==> src/rtl/code_patch_ctrl.sv <==
`default_nettype none
// ============================================================================
// Module   : code_patch_ctrl
// Purpose  : Sequencer and lookup controller for the code-patch table.
//            Holds NUM_ENTRIES entries (match address, patch word, valid bit)
//            that are written through the config port. A read request from
//            the serial interface scans the table one entry per cycle,
//            ascending index. The hit/miss result and the patch word are
//            returned on a valid/ready response channel.
// Ports    : clk_i, rst_ni               clock, async active-low reset
//            cfg_*                       entry write port (cfg_ready_o = accept)
//            si_read_i/si_addr_i/si_ready_o  read request channel
//            rsp_valid_o/rsp_ready_i/rsp_hit_o/rsp_data_o  response channel
//            patch_enable_o              one-cycle pulse after an accepted
//                                        read while patch generation is on
//            nopg_o                      no valid entry, or generation off
//            stats_clr_i, hit_cnt_o      present only with CODE_PATCH_STATS_EN
// Options  : `define CODE_PATCH_STATS_EN adds a saturating 16-bit hit counter
// Revision : 1.0 - initial release
// ============================================================================
module code_patch_ctrl #(
  parameter int NUM_ENTRIES = 3,
  parameter int ADDR_W      = 13,
  parameter int DATA_W      = 22,
  parameter int IDX_W       = (NUM_ENTRIES > 1) ? $clog2(NUM_ENTRIES) : 1
) (
  input  logic              clk_i,
  input  logic              rst_ni,
  input  logic              cfg_pat_gen_i,
  input  logic              cfg_we_i,
  input  logic [IDX_W-1:0]  cfg_idx_i,
  input  logic              cfg_vld_i,
  input  logic [ADDR_W-1:0] cfg_addr_i,
  input  logic [DATA_W-1:0] cfg_data_i,
  output logic              cfg_ready_o,
  input  logic              si_read_i,
  input  logic [ADDR_W-1:0] si_addr_i,
  output logic              si_ready_o,
  output logic              rsp_valid_o,
  input  logic              rsp_ready_i,
  output logic              rsp_hit_o,
  output logic [DATA_W-1:0] rsp_data_o,
  output logic              patch_enable_o,
  output logic              nopg_o
`ifdef CODE_PATCH_STATS_EN
  ,
  input  logic              stats_clr_i,
  output logic [15:0]       hit_cnt_o
`endif
);

  localparam logic [IDX_W:0]   c_num_entries = (IDX_W+1)'(NUM_ENTRIES);
  localparam logic [IDX_W-1:0] c_last_idx    = IDX_W'(NUM_ENTRIES - 1);

  typedef enum logic [1:0] {
    S_IDLE = 2'd0,
    S_SCAN = 2'd1,
    S_RESP = 2'd2
  } state_t;

  state_t              r_state;
  logic [IDX_W-1:0]    r_idx;
  logic [ADDR_W-1:0]   r_lat_addr;
  logic                r_rsp_valid;
  logic                r_rsp_hit;
  logic [DATA_W-1:0]   r_rsp_data;
  logic                r_patch_en;

  logic [NUM_ENTRIES-1:0] r_ent_vld;
  logic [ADDR_W-1:0]      r_ent_addr [NUM_ENTRIES];
  logic [DATA_W-1:0]      r_ent_data [NUM_ENTRIES];

  logic w_any_vld;
  logic w_accept;
  logic w_cfg_wr;
  logic w_scan_hit;

  assign w_any_vld   = |r_ent_vld;
  assign cfg_ready_o = (r_state == S_IDLE);
  // A config write takes precedence; a colliding read waits one cycle and
  // then observes the freshly written entry.
  assign si_ready_o  = (r_state == S_IDLE) & ~cfg_we_i;
  assign w_accept    = si_read_i & si_ready_o;
  // Out-of-range indices are handshaken but leave the table untouched.
  assign w_cfg_wr    = cfg_we_i & cfg_ready_o &
                       ({1'b0, cfg_idx_i} < c_num_entries);
  assign w_scan_hit  = r_ent_vld[r_idx] & (r_ent_addr[r_idx] == r_lat_addr);

  assign rsp_valid_o    = r_rsp_valid;
  assign rsp_hit_o      = r_rsp_hit;
  assign rsp_data_o     = r_rsp_data;
  assign patch_enable_o = r_patch_en;
  assign nopg_o         = ~cfg_pat_gen_i | ~w_any_vld;

  // Patch table storage. Writes are only possible in IDLE, so the table is
  // stable for the whole duration of a scan.
  always_ff @(posedge clk_i or negedge rst_ni) begin
    if (!rst_ni) begin
      r_ent_vld <= '0;
      for (int i = 0; i < NUM_ENTRIES; i++) begin
        r_ent_addr[i] <= '0;
        r_ent_data[i] <= '0;
      end
    end else if (w_cfg_wr) begin
      r_ent_vld[cfg_idx_i]  <= cfg_vld_i;
      r_ent_addr[cfg_idx_i] <= cfg_addr_i;
      r_ent_data[cfg_idx_i] <= cfg_data_i;
    end
  end

  // Lookup sequencer. The generation enable is only consulted at the accept
  // edge, where it decides between an immediate miss and a scan, so later
  // changes cannot influence an in-flight lookup.
  always_ff @(posedge clk_i or negedge rst_ni) begin
    if (!rst_ni) begin
      r_state     <= S_IDLE;
      r_idx       <= '0;
      r_lat_addr  <= '0;
      r_rsp_valid <= 1'b0;
      r_rsp_hit   <= 1'b0;
      r_rsp_data  <= '0;
      r_patch_en  <= 1'b0;
    end else begin
      r_patch_en <= w_accept & cfg_pat_gen_i;
      case (r_state)
        S_IDLE: begin
          if (w_accept) begin
            r_lat_addr <= si_addr_i;
            r_idx      <= '0;
            if (!cfg_pat_gen_i || !w_any_vld) begin
              r_state     <= S_RESP;
              r_rsp_valid <= 1'b1;
              r_rsp_hit   <= 1'b0;
              r_rsp_data  <= '0;
            end else begin
              r_state <= S_SCAN;
            end
          end
        end
        S_SCAN: begin
          if (w_scan_hit) begin
            r_state     <= S_RESP;
            r_rsp_valid <= 1'b1;
            r_rsp_hit   <= 1'b1;
            r_rsp_data  <= r_ent_data[r_idx];
          end else if (r_idx == c_last_idx) begin
            r_state     <= S_RESP;
            r_rsp_valid <= 1'b1;
            r_rsp_hit   <= 1'b0;
            r_rsp_data  <= '0;
          end else begin
            r_idx <= r_idx + 1'b1;
          end
        end
        S_RESP: begin
          if (rsp_ready_i) begin
            r_state     <= S_IDLE;
            r_rsp_valid <= 1'b0;
            r_rsp_hit   <= 1'b0;
            r_rsp_data  <= '0;
          end
        end
        default: begin
          r_state <= S_IDLE;
        end
      endcase
    end
  end

`ifdef CODE_PATCH_STATS_EN
  logic [15:0] r_hit_cnt;

  always_ff @(posedge clk_i or negedge rst_ni) begin
    if (!rst_ni) begin
      r_hit_cnt <= '0;
    end else if (stats_clr_i) begin
      r_hit_cnt <= '0;
    end else if (r_rsp_valid && rsp_ready_i && r_rsp_hit &&
                 (r_hit_cnt != 16'hFFFF)) begin
      r_hit_cnt <= r_hit_cnt + 16'd1;
    end
  end

  assign hit_cnt_o = r_hit_cnt;
`endif

endmodule
`default_nettype wire

==> config.mk <==
export PLATFORM = sky130hd
export DESIGN_NAME = code_patch_ctrl
export DESIGN_NICKNAME = d
export VERILOG_FILES = /design/src/rtl/code_patch_ctrl.sv
export SDC_FILE = /design/constraint.sdc
export NUM_CORES = 1
export LEC_CHECK = 0
export ABC_AREA = 1
export BUFFER_PORTS_ARGS = -buffer_cell sky130_fd_sc_hd__buf_4
export CAP_MARGIN = 40
export CORE_AREA = 8 8 118 120
export DETAILED_ROUTE_END_ITERATION = 6
export DIE_AREA = 0 0 126 128
export MAX_ROUTING_LAYER = met4
export PLACE_DENSITY = 0.86
export SYNTH_ARGS = -nofsm -noshare
export SYNTH_HDL_FRONTEND = slang
export SYNTH_SLANG_ARGS = --single-unit
==> constraint.sdc <==
create_clock -name clk_i -period 2.4 [get_ports clk_i]
set_clock_uncertainty 0.15 [all_clocks]
set_input_delay 0.12 -clock clk_i [delete_from_list [all_inputs] [get_ports clk_i]]
set_output_delay 0.12 -clock clk_i [all_outputs]
set_load 0.02 [all_outputs]
# ---- Yosys cells after proc, flatten, opt, wreduce, memory -nomap -nowiden
# Index checks and enable logic that the tools add are counted.
dict set report word_totals {
  regBits 150
  in_bits 57
  out_inout_bits 28
  wordCells 101
}
dict set report op_classes {
  addsub 1
  order_cmp 7
  eq_ne 10
  mux 44
  bitwise_logic 12
  n_reduce_logical 13
}
# operator count
set ops {}
lappend ops {{$mux 22} 8}
lappend ops {{$bwmux 66} 1}
lappend ops {{$pmux 22 s3} 1}
lappend ops {{$bmux 22 s2} 1}
lappend ops {{$demux 22 s2} 1}
lappend ops {{$bwmux 39} 1}
lappend ops {{$mux 13} 3}
lappend ops {{$bmux 13 s2} 1}
lappend ops {{$demux 13 s2} 1}
lappend ops {{$mux 2} 8}
lappend ops {{$eq 13x13->1} 1}
lappend ops {{$mux 1} 11}
lappend ops {{$and 1x1->1} 6}
lappend ops {{$ge 3x3->1 const B} 2}
lappend ops {{$lt 2x3->1 const B} 2}
lappend ops {{$ne 2x2->1 const B} 3}
lappend ops {{$not 2->3} 2}
lappend ops {{$pmux 1 s3} 2}
lappend ops {{$pmux 2 s3} 1}
lappend ops {{$reduce_and 5->1} 1}
lappend ops {{$eq 2x2->1 const B} 2}
lappend ops {{$ne 2x1->1 const B} 2}
lappend ops {{$pmux 2 s2} 1}
lappend ops {{$reduce_and 4->1} 1}
lappend ops {{20 further kinds} 24}

# ---- Logic depth before layout (Yosys ltp)
dict set report depth {
  ltp_word 8
  ltp_mapped 17
  ltp_nobuf 15
}

# ---- Least setup slack after synthesis
# No wires, ideal clock.
dict set report synth_path {
  path_type {reg-to-reg}
  start {reg r_idx[1]}
  end {reg r_rsp_data[11] (netlist: rsp_data_o[11])}
  setup_ps 117
  arrival_time_ps 1653
  required_ps 2133
  slack_ps 480
  path_stages_with_launch 15
  path_buffers 2
  synth_period_minus_slack_ps 1920
  path_cell_list {dfrtp_1 inv_2 buf_4 nand3_1 nand3_1 nand2_1 nor2_1 nand2_1 nor2_1 nand2_1 nand2_4 nand3_4 buf_6 nand2_1 nand2_1}
}
dict set report synth_via {
  elab_chain_len 8
  word_cells_on_any_way 16
  cone_classes {eq/ne (3); mux (10); bitwise (2); reduce/logical (1)}
}
# element line
set synth_lines {}
lappend synth_lines {{from (decl)} 62} ;# logic [IDX_W-1:0] r_idx;
lappend synth_lines {{from (signal assigned)} 152} ;# r_idx <= r_idx + 1'b1;
lappend synth_lines {{$not 2->3 (not written as such)} {87, 145}}
lappend synth_lines {{$bmux 13 s2} 87} ;# assign w_scan_hit = r_ent_vld[r_idx] & (r_ent_addr[r_idx] == r_lat_addr);
lappend synth_lines {{$mux 13 (not written as such) (2 in a row)} 87}
lappend synth_lines {{$eq 13x13->1} 87}
lappend synth_lines {{$and 1x1->1} 87}
lappend synth_lines {{$ne 3x3->1 (no line) / $mux 22 (equally long branches)} n/a}
lappend synth_lines {{$reduce_and 5->1 (no line) / $pmux 22 s3 (equally long branches)} n/a}
lappend synth_lines {{to (signal assigned)} 145} ;# r_rsp_data <= r_ent_data[r_idx];
lappend synth_lines {{to (decl)} 66} ;# logic [DATA_W-1:0] r_rsp_data;
# Parallel ways exist; a longest one is shown, timed or not. The select of a mux whose other input is x is not followed.
# A chain may end at the register's enable or synchronous reset.

# ---- Final worst setup path
dict set report layout_path {
  start {reg r_idx[0]}
  end {reg r_rsp_data[16] (netlist: rsp_data_o[16])}
}
# The elaborated chain is that of the path after synthesis.

==> impl_metrics.tcl <==
set metrics [dict create \
    dp.cells 1054 \
    initial_core_util_pct 55.46 \
    ys.warnings.count 0 \
    p_sw_share_pct 38.23 \
    critPathArrivalTime_ns 2.51 \
    port_buffers 84 \
    drtAntennaViolNets 0 \
    cts_tree "done" \
    clk_pin_slew_ns 0.06 \
    syn_area_sq_mm 0.006771 \
    die-height_um 128 \
    synth_edf_count 0 \
    num_antenna_cells 0 \
    synth_common_cells "nand2_1 (279), o21ai_0 (156), dfrtp_1 (150), inv_1 (85), nor2_1 (56)" \
    p_switching_mw 3.854 \
    num_rows 41 \
    layout_setup_ws_ns 0.05110 \
    p_clk_share_pct 24.8 \
    antenna_found_initial 0 \
    synthArstFlopShare_pct 100.0 \
    final.setup.tns_ns 0 \
    p_seq_share_pct 41.1 \
    drt-initial-drc-count 770 \
    hpwl_um 10210 \
    drt-pass1-iter-count 6 \
    cts_buffers 17 \
    synth_most_common_cell "nand2_1" \
    synth_cells 844 \
    die_w_um 126 \
    h-tree-depth 4 \
    synth_top_area_share_pct 55.43 \
    num_vias 6475 \
    hold_end "r_state[0]" \
    setup_violations 0 \
    insertion_delay_ns 0.43 \
    p_leak_nw 4.586 \
    holdWs_ns 0.06770 \
    clock_sinks 150 \
    synth_area_leader_cell "dfrtp_1" \
    setup.worst_path.class "register to register" \
    relSlewSlack_pct 52.88 \
    drv_slew 0 \
    ys_types 26 \
    grt.overflow.total 0 \
    syn_area_per_cell_sq_um 8.023 \
    holdPathStages 5 \
    fin_crit_sh_pct 97.87 \
    maxCapViolCount 0 \
    fin_area_sq_mm 0.008791 \
    grt_first_pass_wirelength_um 29770 \
    max_freq_mhz 425.7 \
    synth-seq-cells 150 \
    worstPathMaxFanout 8 \
    synthTopCellsByArea "dfrtp_1 (55%), nand2_1 (15%), o21ai_0 (12%)" \
    r2r-end "rsp_data_o[16]" \
    fin_util_pct 72.00 \
    yosysSeqAreaShare_pct 55.43 \
    place_congestion 0.8150 \
    placed_area_sq_mm 0.007557 \
    fin_nets 1041 \
    total_power_mw 10.08 \
    instances_no_fill 1146 \
    cts_max_path_buffers 2 \
    hp-start "si_read_i" \
    start_kind "register" \
    syn_to_final_growth_pct 29.82 \
    r2r_cells 14 \
    dieArea_sq_mm 0.01613 \
    status "finished clean" \
    layout-drive-gt1-share_pct 16.47 \
    dpl_worst_slack_ns 0.07298 \
    hold_class "primary input to register" \
    intPower_mw 6.227 \
    syn_nets 902 \
    regToRegStartpoint "r_idx[0]" \
    combPwrFrac_pct 34.0 \
    cp-end-kind "register" \
    grt_max_degree 73 \
    core_sq_mm 0.01221 \
    wl_um 19110 \
    wire_per_inst_um 16.67 \
    required_ns 2.56 \
    period_needed_ns 2.349 \
    power_density_mw_per_mm2 1147 \
    grt_use_total_pct 23.59 \
    via_per_inst 5.650 \
    cts-root-buf "clkbuf_16" \
    ios 85 \
    grt_pass1_vias 6124 \
    drc 0 \
    worstMarginPinSlew_ns 0.7068 \
    final-hold-violation-count 0 \
    r2r_setup_slack_ns 0.05 \
    synth_ff_type "dfrtp_1" \
    peakVddDrop_v 0.0004553 \
]
-- repair_timing --
action / 4_1_cts / 5_1_grt
buffers inserted: 0 / 4
hold endpoints to repair: 187 / 0
endpoints found under the setup margin: 7 / 26
pin swaps: 0 / 5
resized for setup: 0 / 22
gates cloned: 1 / 3
hold buffers: 52 / 0
-- sequential cells by signal (all words and copies together) (netlist names) --
signal	count
r_ent_data	66
r_ent_addr	39
rsp_data_o	22
r_lat_addr	13
r_ent_vld	3
r_idx	2
r_state	2
patch_enable_o	1
rsp_hit_o	1
rsp_valid_o	1
-- critical path: stages (launching register included) --
cell and delay [ns]:
dfrtp_2 0.43, clkinv_4 0.12, clkbuf_16 0.19, nand2_1 0.07
nand3_1 0.10, o21ai_2 0.11, nand2_1 0.10, nor2_2 0.10
nand2_1 0.08, nor2_2 0.11, nand2_2 0.10, nand2_4 0.17
nand3_4 0.19, nand2_2 0.14, nand2_1 0.07
-- worst max path at each step --
| stage | from | end | cells past startpoint |
|---|---|---|---|
| after floorplan | r_idx[1] | rsp_data_o[11] | 14 |
| after global placement | r_idx[0] | rsp_valid_o | 15 |
| after detailed placement | r_idx[0] | rsp_data_o[14] | 15 |
| after CTS | r_idx[0] | rsp_data_o[16] | 15 |
| after global routing | r_idx[0] | rsp_data_o[16] | 14 |
| final | r_idx[0] | rsp_data_o[16] | 14 |
-- routing by layer --
metal | global-route usage, % | part of all wire, %
met1 | 28.05 | 39
met2 | 37.72 | 49
met3 | 5.616 | 8.2
met4 | 10.69 | 3.7
met5 | - | 0
-- power groups by stage --
stage	Sequential, mW	Clock [mW]	Combinational (mW)
4_1_cts	4.07	2.48	3.10
3_3_place_gp	4.05	0	2.81
6_report	4.15	2.50	3.43
5_1_grt	4.24	2.61	3.84
3_5_place_dp	4.09	0	2.92
2_1_floorplan	3.97	0	2.20
-- layout make-up --
cell class | instances | area (sq um)
timing repair buffer | 161 | 1401
multi-input combinational | 565 | 2545
clock buffer | 20 | 446.7
clock inverter | 12 | 105.1
fill | 838 | 3418
inverter | 88 | 350.3
tap | 150 | 187.7
sequential | 150 | 3755
-- cells in the final DEF, fill, tap and decap left out, drive strengths merged --
cell,synthesis,final
a21o,1,1
a21oi,13,13
a31oi,1,1
buf,12,108
bufinv,0,1
clkbuf,32,21
clkinv,0,7
clkinvlp,0,5
dfrtp,150,150
dlygate4sd3,0,52
ha,1,1
inv,88,87
mux2,1,1
nand2,284,284
nand3,31,34
nand3b,1,1
nand4,14,14
nor2,56,56
nor3,1,1
o211ai,1,1
o21ai,157,157
-- cells by family (layout without fill, tap and decap cells) --
| logic type | after synthesis | count (layout) | share of synthesized area [%] |
|---|---|---|---|
| simple gates | 387 | 390 | 23.13 |
| mux | 1 | 1 | 0.1663 |
| flops | 150 | 150 | 55.43 |
| compound gates | 173 | 173 | 12.93 |
| fa+ha+maj | 1 | 1 | 0.1847 |
| buf+inv | 132 | 281 | 8.149 |
Power figures use the tool's default switching activity.
